`src/rtl/instr_fetch_seq_if.sv`:
```
`default_nettype none
// ============================================================================
//  Module      : instr_fetch_seq_if
//  Description : Bundle for the Y86-64 fetch unit. Carries the fetch request
//                from the PC logic, the byte-wide instruction memory
//                handshake, and the decoded instruction fields returned to
//                the decode and PC-update stages.
//  Revision    : 1.0 - initial release
// ============================================================================
interface instr_fetch_seq_if;
  // Fetch request from the PC register
  logic        start;
  logic [63:0] PCaddress;

  // Byte-wide instruction memory port
  logic        mem_req;
  logic [63:0] mem_addr;
  logic        mem_ack;
  logic [7:0]  mem_rdata;
  logic        mem_err;

  // Fetch status and decoded fields
  logic        busy;
  logic        done;
  logic [3:0]  icode;
  logic [3:0]  ifun;
  logic [3:0]  rA;
  logic [3:0]  rB;
  logic [63:0] valC;
  logic [63:0] valP;
  logic [2:0]  stat;

  // Fetch unit side
  modport master (
    input  start, PCaddress, mem_ack, mem_rdata, mem_err,
    output mem_req, mem_addr, busy, done,
    output icode, ifun, rA, rB, valC, valP, stat
  );

  // Environment side: PC logic plus instruction memory
  modport slave (
    output start, PCaddress, mem_ack, mem_rdata, mem_err,
    input  mem_req, mem_addr, busy, done,
    input  icode, ifun, rA, rB, valC, valP, stat
  );
endinterface
`default_nettype wire

```
`src/rtl/instr_fetch_seq.sv`:
```
`default_nettype none
// ============================================================================
//  Module      : instr_fetch_seq
//  Description : Multi-cycle Y86-64 instruction fetch. Reads one instruction
//                a byte per memory handshake starting at PCaddress, sizes it
//                from icode, and returns icode/ifun/rA/rB/valC/valP/stat.
//                Memory faults and handshake timeouts abort with ADR, illegal
//                encodings abort with INS after the first byte.
//  Revision    : 1.0 - initial release
// ============================================================================
module instr_fetch_seq #(
  parameter int TIMEOUT = 16  // cycles without mem_ack before ADR abort (1..255)
) (
  input  logic              clk,
  input  logic              rst,
  instr_fetch_seq_if.master bus
);

  localparam logic [2:0] STAT_AOK  = 3'd1;
  localparam logic [2:0] STAT_HLT  = 3'd2;
  localparam logic [2:0] STAT_ADR  = 3'd3;
  localparam logic [2:0] STAT_INS  = 3'd4;
  localparam logic [7:0] TIMEOUT_W = 8'(TIMEOUT);

  typedef enum logic [1:0] {
    S_IDLE = 2'd0,
    S_REQ  = 2'd1,
    S_DONE = 2'd2
  } state_t;

  state_t      state_q;
  logic [63:0] pc_q;        // latched PCaddress of this instruction
  logic [3:0]  n_q;         // index of the byte currently being requested
  logic [3:0]  len_q;       // instruction length, valid once byte 0 is in
  logic [7:0]  wait_q;      // cycles spent waiting on the current byte
  logic        mem_req_q;
  logic [63:0] mem_addr_q;
  logic        busy_q;
  logic        done_q;
  logic [3:0]  icode_q;
  logic [3:0]  ifun_q;
  logic [3:0]  ra_q;
  logic [3:0]  rb_q;
  logic [63:0] valc_q;
  logic [63:0] valp_q;
  logic [2:0]  stat_q;

  logic [7:0]  wait_d;
  logic [3:0]  dec_len;
  logic        dec_valid;
  logic [2:0]  valc_idx;
  logic [63:0] abort_valp;
  logic        fin;
  logic        adv;
  logic [2:0]  fin_stat;
  logic [63:0] fin_valp;

  assign bus.mem_req  = mem_req_q;
  assign bus.mem_addr = mem_addr_q;
  assign bus.busy     = busy_q;
  assign bus.done     = done_q;
  assign bus.icode    = icode_q;
  assign bus.ifun     = ifun_q;
  assign bus.rA       = ra_q;
  assign bus.rB       = rb_q;
  assign bus.valC     = valc_q;
  assign bus.valP     = valp_q;
  assign bus.stat     = stat_q;

  // Length and legality of an instruction whose first byte is on mem_rdata
  always_comb begin
    dec_len   = 4'd1;
    dec_valid = 1'b0;
    case (bus.mem_rdata[7:4])
      4'h0, 4'h1, 4'h9: begin dec_len = 4'd1;  dec_valid = (bus.mem_rdata[3:0] == 4'd0); end
      4'h2:             begin dec_len = 4'd2;  dec_valid = (bus.mem_rdata[3:0] <= 4'd6); end
      4'h6:             begin dec_len = 4'd2;  dec_valid = (bus.mem_rdata[3:0] <= 4'd3); end
      4'hA, 4'hB:       begin dec_len = 4'd2;  dec_valid = (bus.mem_rdata[3:0] == 4'd0); end
      4'h7:             begin dec_len = 4'd9;  dec_valid = (bus.mem_rdata[3:0] <= 4'd6); end
      4'h8:             begin dec_len = 4'd9;  dec_valid = (bus.mem_rdata[3:0] == 4'd0); end
      4'h3, 4'h4, 4'h5: begin dec_len = 4'd10; dec_valid = (bus.mem_rdata[3:0] == 4'd0); end
      default:          begin dec_len = 4'd1;  dec_valid = 1'b0; end
    endcase
  end

  // Decide whether this REQ cycle finishes the fetch, and with what status
  always_comb begin
    wait_d     = wait_q + 8'd1;
    // Aborted fetches report PC + bytes consumed, never less than one byte
    abort_valp = pc_q + ((n_q == 4'd0) ? 64'd1 : {60'd0, n_q});
    // valC starts at byte 1 for 9-byte forms and at byte 2 for 10-byte forms
    valc_idx   = (len_q == 4'd9) ? 3'(n_q - 4'd1) : 3'(n_q - 4'd2);
    fin        = 1'b0;
    adv        = 1'b0;
    fin_stat   = STAT_AOK;
    fin_valp   = pc_q + {60'd0, len_q};
    if (state_q == S_REQ) begin
      if (bus.mem_ack) begin
        if (bus.mem_err) begin
          fin      = 1'b1;
          fin_stat = STAT_ADR;
          fin_valp = abort_valp;
        end else if (n_q == 4'd0) begin
          if (!dec_valid) begin
            fin      = 1'b1;
            fin_stat = STAT_INS;
            fin_valp = pc_q + 64'd1;
          end else if (dec_len == 4'd1) begin
            fin      = 1'b1;
            fin_stat = (bus.mem_rdata[7:4] == 4'h0) ? STAT_HLT : STAT_AOK;
            fin_valp = pc_q + 64'd1;
          end else begin
            adv = 1'b1;
          end
        end else if (n_q == len_q - 4'd1) begin
          fin = 1'b1;
        end else begin
          adv = 1'b1;
        end
      end else if (wait_d == TIMEOUT_W) begin
        fin      = 1'b1;
        fin_stat = STAT_ADR;
        fin_valp = abort_valp;
      end
    end
  end

  // Fetch state machine with all outputs registered
  always_ff @(posedge clk) begin
    if (rst) begin
      state_q    <= S_IDLE;
      pc_q       <= 64'd0;
      n_q        <= 4'd0;
      len_q      <= 4'd1;
      wait_q     <= 8'd0;
      mem_req_q  <= 1'b0;
      mem_addr_q <= 64'd0;
      busy_q     <= 1'b0;
      done_q     <= 1'b0;
      icode_q    <= 4'h0;
      ifun_q     <= 4'h0;
      ra_q       <= 4'hF;
      rb_q       <= 4'hF;
      valc_q     <= 64'd0;
      valp_q     <= 64'd0;
      stat_q     <= STAT_AOK;
    end else begin
      case (state_q)
        S_IDLE: begin
          done_q <= 1'b0;
          if (bus.start) begin
            state_q    <= S_REQ;
            pc_q       <= bus.PCaddress;
            n_q        <= 4'd0;
            len_q      <= 4'd1;
            wait_q     <= 8'd0;
            mem_req_q  <= 1'b1;
            mem_addr_q <= bus.PCaddress;
            busy_q     <= 1'b1;
            icode_q    <= 4'h0;
            ifun_q     <= 4'h0;
            ra_q       <= 4'hF;
            rb_q       <= 4'hF;
            valc_q     <= 64'd0;
            valp_q     <= 64'd0;
            stat_q     <= STAT_AOK;
          end
        end
        S_REQ: begin
          // A faulting byte carries no data, so nothing is captured from it
          if (bus.mem_ack && !bus.mem_err) begin
            if (n_q == 4'd0) begin
              icode_q <= bus.mem_rdata[7:4];
              ifun_q  <= bus.mem_rdata[3:0];
              len_q   <= dec_len;
            end else if (n_q == 4'd1 && (len_q == 4'd2 || len_q == 4'd10)) begin
              ra_q <= bus.mem_rdata[7:4];
              rb_q <= bus.mem_rdata[3:0];
            end else begin
              valc_q[{valc_idx, 3'b000} +: 8] <= bus.mem_rdata;
            end
          end
          wait_q <= bus.mem_ack ? 8'd0 : wait_d;
          if (adv) begin
            n_q        <= n_q + 4'd1;
            mem_addr_q <= mem_addr_q + 64'd1;
          end
          if (fin) begin
            state_q   <= S_DONE;
            mem_req_q <= 1'b0;
            busy_q    <= 1'b0;
            done_q    <= 1'b1;
            stat_q    <= fin_stat;
            valp_q    <= fin_valp;
          end
        end
        S_DONE: begin
          done_q  <= 1'b0;
          state_q <= S_IDLE;
        end
        default: begin
          state_q <= S_IDLE;
        end
      endcase
    end
  end

endmodule
`default_nettype wire

```
`src/flat_wrapper.sv`:
```
// flat-port wrapper written by rule: the top's interface ports become plain ports
module instr_fetch_seq_flat 
#(
  parameter int TIMEOUT = 16                                                     
)
  (clk, rst, bus_start, bus_PCaddress, bus_mem_ack, bus_mem_rdata, bus_mem_err, bus_mem_req, bus_mem_addr, bus_busy, bus_done, bus_icode, bus_ifun, bus_rA, bus_rB, bus_valC, bus_valP, bus_stat);
  instr_fetch_seq_if bus_i ();
  input  logic clk;
  input  logic rst;
  input wire logic [$bits(bus_i.start)-1:0] bus_start;
  input wire logic [$bits(bus_i.PCaddress)-1:0] bus_PCaddress;
  input wire logic [$bits(bus_i.mem_ack)-1:0] bus_mem_ack;
  input wire logic [$bits(bus_i.mem_rdata)-1:0] bus_mem_rdata;
  input wire logic [$bits(bus_i.mem_err)-1:0] bus_mem_err;
  output wire logic [$bits(bus_i.mem_req)-1:0] bus_mem_req;
  output wire logic [$bits(bus_i.mem_addr)-1:0] bus_mem_addr;
  output wire logic [$bits(bus_i.busy)-1:0] bus_busy;
  output wire logic [$bits(bus_i.done)-1:0] bus_done;
  output wire logic [$bits(bus_i.icode)-1:0] bus_icode;
  output wire logic [$bits(bus_i.ifun)-1:0] bus_ifun;
  output wire logic [$bits(bus_i.rA)-1:0] bus_rA;
  output wire logic [$bits(bus_i.rB)-1:0] bus_rB;
  output wire logic [$bits(bus_i.valC)-1:0] bus_valC;
  output wire logic [$bits(bus_i.valP)-1:0] bus_valP;
  output wire logic [$bits(bus_i.stat)-1:0] bus_stat;
  assign bus_i.start = bus_start;
  assign bus_i.PCaddress = bus_PCaddress;
  assign bus_i.mem_ack = bus_mem_ack;
  assign bus_i.mem_rdata = bus_mem_rdata;
  assign bus_i.mem_err = bus_mem_err;
  assign bus_mem_req = bus_i.mem_req;
  assign bus_mem_addr = bus_i.mem_addr;
  assign bus_busy = bus_i.busy;
  assign bus_done = bus_i.done;
  assign bus_icode = bus_i.icode;
  assign bus_ifun = bus_i.ifun;
  assign bus_rA = bus_i.rA;
  assign bus_rB = bus_i.rB;
  assign bus_valC = bus_i.valC;
  assign bus_valP = bus_i.valP;
  assign bus_stat = bus_i.stat;
  instr_fetch_seq #(.TIMEOUT(TIMEOUT)) u_core (.clk(clk), .rst(rst), .bus(bus_i));
endmodule
```
`config.mk`:
```
export PLATFORM = sky130hd
export DESIGN_NAME = instr_fetch_seq_flat
export DESIGN_NICKNAME = d
export VERILOG_FILES = /design/src/rtl/instr_fetch_seq_if.sv /design/src/rtl/instr_fetch_seq.sv /design/src/flat_wrapper.sv
export SDC_FILE = /design/constraint.sdc
export NUM_CORES = 1
export LEC_CHECK = 0
export CORE_AREA = 4 4 249 251
export CTS_CLUSTER_DIAMETER = 150
export DETAILED_ROUTE_END_ITERATION = 8
export DIE_AREA = 0 0 253 255
export PLACE_DENSITY = 0.53
export RECOVER_POWER = 25
export SETUP_SLACK_MARGIN = 0.2
export SYNTH_ARGS = -nofsm -noshare
export SYNTH_HDL_FRONTEND = slang
export SYNTH_SLANG_ARGS = --single-unit
```
`constraint.sdc`:
```
create_clock -name clk -period 3 [get_ports clk]
set_input_delay 0.3 -clock clk [delete_from_list [all_inputs] [get_ports clk]]
set_output_delay 0.3 -clock clk [all_outputs]
set_load 0.05 [all_outputs]
```
# Word level (Yosys, flattened, before mapping)
# Cells that the tools add are included.
# op_classes
addsub	10
shift	2
n_eq_ne	28
muxes	79
n_lt_le_gt_ge	2
reduce_logical	25
# ops
cell	count
64-bit 2-to-1 mux	13
64-bit case mux with 2 select lines	3
64-bit by 1-bit adder with 64-bit output, second input constant	2
4-bit 2-to-1 mux	17
64-bit by 4-bit adder with 64-bit output	1
64-bit adder	1
64-bit bitwise mux	1
8-bit by 8-bit variable shift with 64-bit output, first input constant	1
8-bit by 8-bit variable part select with 64-bit output	1
4-bit case mux with 2 select lines	6
4-bit equality test, second input constant	6
3-bit 2-to-1 mux	8
1-bit 2-to-1 mux	18
4-bit by 3-bit equality test with 1-bit output, second input constant	4
8-bit 2-to-1 mux	2
8-bit case mux with 2 select lines	1
4-bit by 1-bit equality test with 1-bit output, second input constant	3
4-bit by 2-bit equality test with 1-bit output, second input constant	3
4-bit zero test	3
4-bit case mux with 3 select lines	1
2-bit inequality test, second input constant	5
5-bit AND reduction	2
9-bit OR reduction	1
8-bit by 1-bit adder with 8-bit output, second input constant	1
other kinds (28)	42
# totals
out_inout_bits	214
word_cells	161
in_bits	77
regBits	295

# Longest topological paths before layout
# logic_depth
word_depth	12
mapped_depth	17
depth_no_buf	16

# Least setup slack after synthesis
# No wires, ideal clock.
# synth_path
path_type	register to register
start	reg u_core.n_q[0]
end	reg u_core.valc_q[56] (netlist: u_core.bus.valC[56])
period_less_slack_ns	3.136
path_buffers	1
slack_ns	-0.136
setup_time_ns	0.128
arrival_ns	3.008
stages_incl_launch_ff	12
required_time_ns	2.872
path_cell_list	dfxtp_1 inv_1 ha_1 mux2i_1 inv_1 ha_1 ha_1 buf_1 nor4_1 o21ai_1 a22oi_1 nor2_1
# synth_via
elab_chain_cells	9
elab_cells_between_ends	17
cone_classes	add/sub: 3; eq/ne: 3; shift: 2; mux: 6; reduce/logical: 3
# synth_lines
item	line	source
start, declared	instr_fetch_seq.sv:33	logic [3:0] n_q;
start signal, assigned	instr_fetch_seq.sv:185	n_q <= n_q + 4'd1;
3-bit by 2-bit subtractor with 3-bit output / 3-bit by 1-bit subtractor with 3-bit output (equally long branches)	instr_fetch_seq.sv:92	valc_idx = (len_q == 4'd9) ? 3'(n_q - 4'd1) : 3'(n_q - 4'd2);
3-bit 2-to-1 mux	instr_fetch_seq.sv:92	
6-bit negation with 8-bit output	instr_fetch_seq.sv:180	valc_q[{valc_idx, 3'b000} +: 8] <= bus.mem_rdata;
8-bit by 8-bit variable part select with 64-bit output / 8-bit by 8-bit variable shift with 64-bit output (equally long branches)	instr_fetch_seq.sv:180	
64-bit bitwise mux	instr_fetch_seq.sv:180	
64-bit 2-to-1 mux	instr_fetch_seq.sv:176	end else if (n_q == 4'd1 && (len_q == 4'd2 || len_q == 4'd10)) begin
64-bit 2-to-1 mux	instr_fetch_seq.sv:172	if (n_q == 4'd0) begin
64-bit 2-to-1 mux	instr_fetch_seq.sv:171	if (bus.mem_ack && !bus.mem_err) begin
64-bit case mux with 2 select lines	instr_fetch_seq.sv:148	case (state_q)
end signal, assigned by index	instr_fetch_seq.sv:180	
end, declared	instr_fetch_seq.sv:44	logic [63:0] valc_q;
# Parallel ways exist; a longest one is shown, timed or not. The select of a mux whose other input is x is not followed.
# A chain may end at the register's enable or synchronous reset.

# Final worst setup path
# layout_path
start	reg u_core.n_q[1]
end	reg u_core.valp_q[34] (netlist: u_core.bus.valP[34])
# layout_via
elab_chain_cells	8
elab_cells_between_ends	17
cone_classes	add/sub: 1; eq/ne: 2; mux: 12; reduce/logical: 2
# layout_lines
item	line	source
branches (longest 8 deep; another with 64-bit adder)	--	
end signal, assigned	instr_fetch_seq.sv:194	valp_q <= fin_valp;
end, declared	instr_fetch_seq.sv:45	logic [63:0] valp_q;
# Parallel ways; which one is timed is not known. The select of a mux whose other input is x is not followed.

==> flow_summary.yaml <==
placement:
  place_ws_ps: -576
  placed_cell_area_mm2: 0.0219
  place.gp.congestion: 0.962
  portBuffers: 290
  hpwl_um: 59300
synth:
  synth_top_area_frac: 0.366
  ys_seq_elements: 294
  syn_area_mm2: 0.0161
  seq_area_frac_synth: 0.366
  synthTopCellsByArea: "dfxtp_1 37%, nand2_1 7.7%, a21oi_1 6.1%"
  synthArstFlopShare: 0
  synth_cell_types: 76
  synthCells: 2190
  synth_nets: 2288
  dominantRegCellSynth: "dfxtp_1"
  synth_edf_count: 0
  ys_top_cells_by_count: "328 x nand2_1, 294 x dfxtp_1, 262 x nor2_1, 197 x a21oi_1, 137 x clkbuf_1"
  synth_top_area_cell: "dfxtp_1"
  yosysMostFrequentCell: "nand2_1"
  synth.avg_cell_area_um2: 7.34
  yosys_warnings: 0
floorplan:
  placementRows: 90
  die_h_um: 255
  initial_core_util: 0.268
  die_w_um: 253
  die_area_mm2: 0.0645
  coreArea_mm2: 0.0599
  ios: 291
worst_setup_path:
  path_depth: 15
  cpLargestDelayFamily: "simple AND/OR/NAND/NOR gates"
  path_buf_inv: 3
  cp-start-kind: "register"
  cp-end-kind: "register"
  crit_required_ps: 3440
  crit_chain: "inv_2 -> ha_4 -> nand2_4 -> nand2_4 -> ha_4 -> inv_2 -> fa_2 -> nand2b_4 -> a21oi_4 -> nand2b_4 -> buf_8 -> or3_4 -> xnor2_2 -> o221ai_2 -> nand2_1"
  crit_arrival_ps: 3240
  max_stage_delay_ps: 400
  critPathMaxFanout: 8
  r2r.worst_path.cells: 15
  path_class: "register to register"
  slowest_stage: "or3_4"
clock_network:
  clk_latency_ps: 590
  htree_levels: 2
  clk_pin_slew_ps: 70
  clock-sinks: 294
  clk_path_buf_depth: 3
  cts_tree: "yes"
  numCtsBuffers: 37
  cts-root-buf: "clkbuf_16"
sta:
  skew_ps: 45.1
  min_period_ps: 2800
  tightestPinTransition_ps: 804
  setup_viol: 0
  worst_slack_ps: 202
  rsz0062_at_grt: "yes"
  max_slew_margin: 0.464
  hold_viol_final: 0
  fin_crit_sh: 0.933
  clock.fmax_mhz: 357
  fin_hold_ws_ps: 172
  slew_viol_final: 0
global_route:
  antenna_found_initial: 1
  grt_first_pass_wirelength_um: 116000
  grt_start_max_net_pins: 154
  grtUsageTotal: 0.233
  grt_pass1_vias: 18000
  grt_overflow: 0
run:
  cap_violations: 0
final_layout:
  syn_to_final_growth_pct: 53.3
  utilization: 0.411
  fin_area_mm2: 0.0246
  drive_above_1_share: 0.220
  nets: 2786
worst_hold_path:
  min_path_type: "primary input to register"
  hold_depth: 4
power:
  leakagePower_nw: 9.21
  power_density_mw_per_mm2: 462
  ir_worst_vdd_mv: 0.461
  p_total_mw: 11.4
status:
  status: "completed"
routing:
  drt-total-wl_um: 79700
  drt-initial-drc-count: 1793
  dr.pass1.iters: 6
  antenna_left: 0
  routedWlPerCell_um: 22.8
  vias: 19000
  drc: 0
  via_per_inst: 5.42
## power breakdown
| part | switching (mW) | internal (mW) | total, mW |
|---|---|---|---|
| combinational | 1.38 | 0.818 | 2.20 |
| sequential | 0.198 | 4.07 | 4.27 |
| clock | 1.97 | 2.94 | 4.91 |
| total | 3.55 | 7.83 | 11.4 |
## cell families (layout without fill, tap and decap cells)
kind of cell               after synthesis  count (layout)  share of synthesized area
xor gates and xnor gates                66              66                     0.0360
and+or+nand+nor                        962             963                      0.277
other                                    0               1                          0
DFF                                    294             294                      0.366
AOI/OAI and AO/OA                      638             638                      0.246
adders and majority gates               21              21                     0.0173
buffers and inverters                  196             721                     0.0482
muxes                                   13              13                    0.00857
## final timing paths
| check | from | slack [ps] | to |
|---|---|---|---|
| setup / recovery | u_core.n_q[1]$_SDFFE_PP0P_ | 200 | u_core.bus.valP[34]$_SDFFE_PP0P_ |
| hold reg to reg | u_core.bus.valP[41]$_SDFFE_PP0P_ | 440 | u_core.bus.valP[41]$_SDFFE_PP0P_ |
| setup reg to reg | u_core.n_q[1]$_SDFFE_PP0P_ | 200 | u_core.bus.valP[34]$_SDFFE_PP0P_ |
| hold / removal | bus_mem_rdata[0] | 170 | u_core.bus.ifun[0]$_SDFFE_PP0P_ |
## per-layer routing
layer,vias up,global-route usage,share of wire
li1,8861,-,-
met1,9215,0.327,0.45
met2,768,0.373,0.45
met3,126,0.0336,0.068
met4,0,0.0692,0.029
met5,-,0,0
## flip-flops by register name, indices dropped and copies added, names as in the netlist, 2 cells and up
signal,flops
u_core.bus.icode,4
u_core.bus.ifun,4
u_core.bus.mem_addr,64
u_core.bus.rA,4
u_core.bus.rB,4
u_core.bus.stat,3
u_core.bus.valC,64
u_core.bus.valP,64
u_core.len_q,3
u_core.n_q,4
u_core.pc_q,64
u_core.state_q,2
u_core.wait_q,8
## tightest hold or removal path, delay by kind of cell
family                 cells  cell delay (ps)
AND/OR/NAND/NOR            1               60
AO/OA/AOI/OAI              1               50
buffers and inverters      2              300
## timing repair
action | CTS | global route
hold buffers | 0 | 0
pin swaps | 20 | 47
gates resized for setup | 93 | 147
setup endpoints to repair | 178 | 191
gates cloned | 5 | 3
buffers inserted | 11 | 21
## cell type report
| class | instances | area, um^2 |
|---|---|---|
| inverters | 27 | 106 |
| fillers | 6136 | 35300 |
| flip-flops and latches | 294 | 5930 |
| clock inverters | 21 | 347 |
| clock buffers | 46 | 1000 |
| multi-input cells | 1701 | 10400 |
| well taps | 782 | 978 |
| repair buffers | 627 | 5910 |
| diodes | 1 | 2.50 |
## placed cells by master (no fill, tap or decap), types with 16 or more instances in the layout
cell             Yosys  layout
nand4_1             55      55
buf_4                2     289
buf_12               0      20
dfxtp_1            294     267
nor3_1              59      38
xor2_1              25      25
inv_1               26      23
a21oi_1            197     181
nand2_1            328     319
dlygate4sd3_1        0     109
nand3_1             91      88
nor2_1             262     246
clkbuf_16            0      40
a211oi_1            35      28
o21ai_1             41      45
nor3_2               0      18
o22ai_1             27      24
o21ai_0            124     111
and3_1              24      20
dfxtp_2              0      24
a31oi_1             16      16
and2_1              24      22
xnor2_1             41      39
a21o_1              16      16
a22oi_1             84      78
clkdlybuf4s50_1      0     174
nand2b_1            23      19
buf_6                1      16
## per-stage QoR
stage | setup TNS, ps | cells
2_1_floorplan | 0 | 2190
3_3_place_gp | -54160 | 3391
3_5_place_dp | -57600 | 3391
4_1_cts | 0 | 3474
5_1_grt | 0 | 3498
6_report | 0 | 3499
Power figures use the tool's default switching activity.
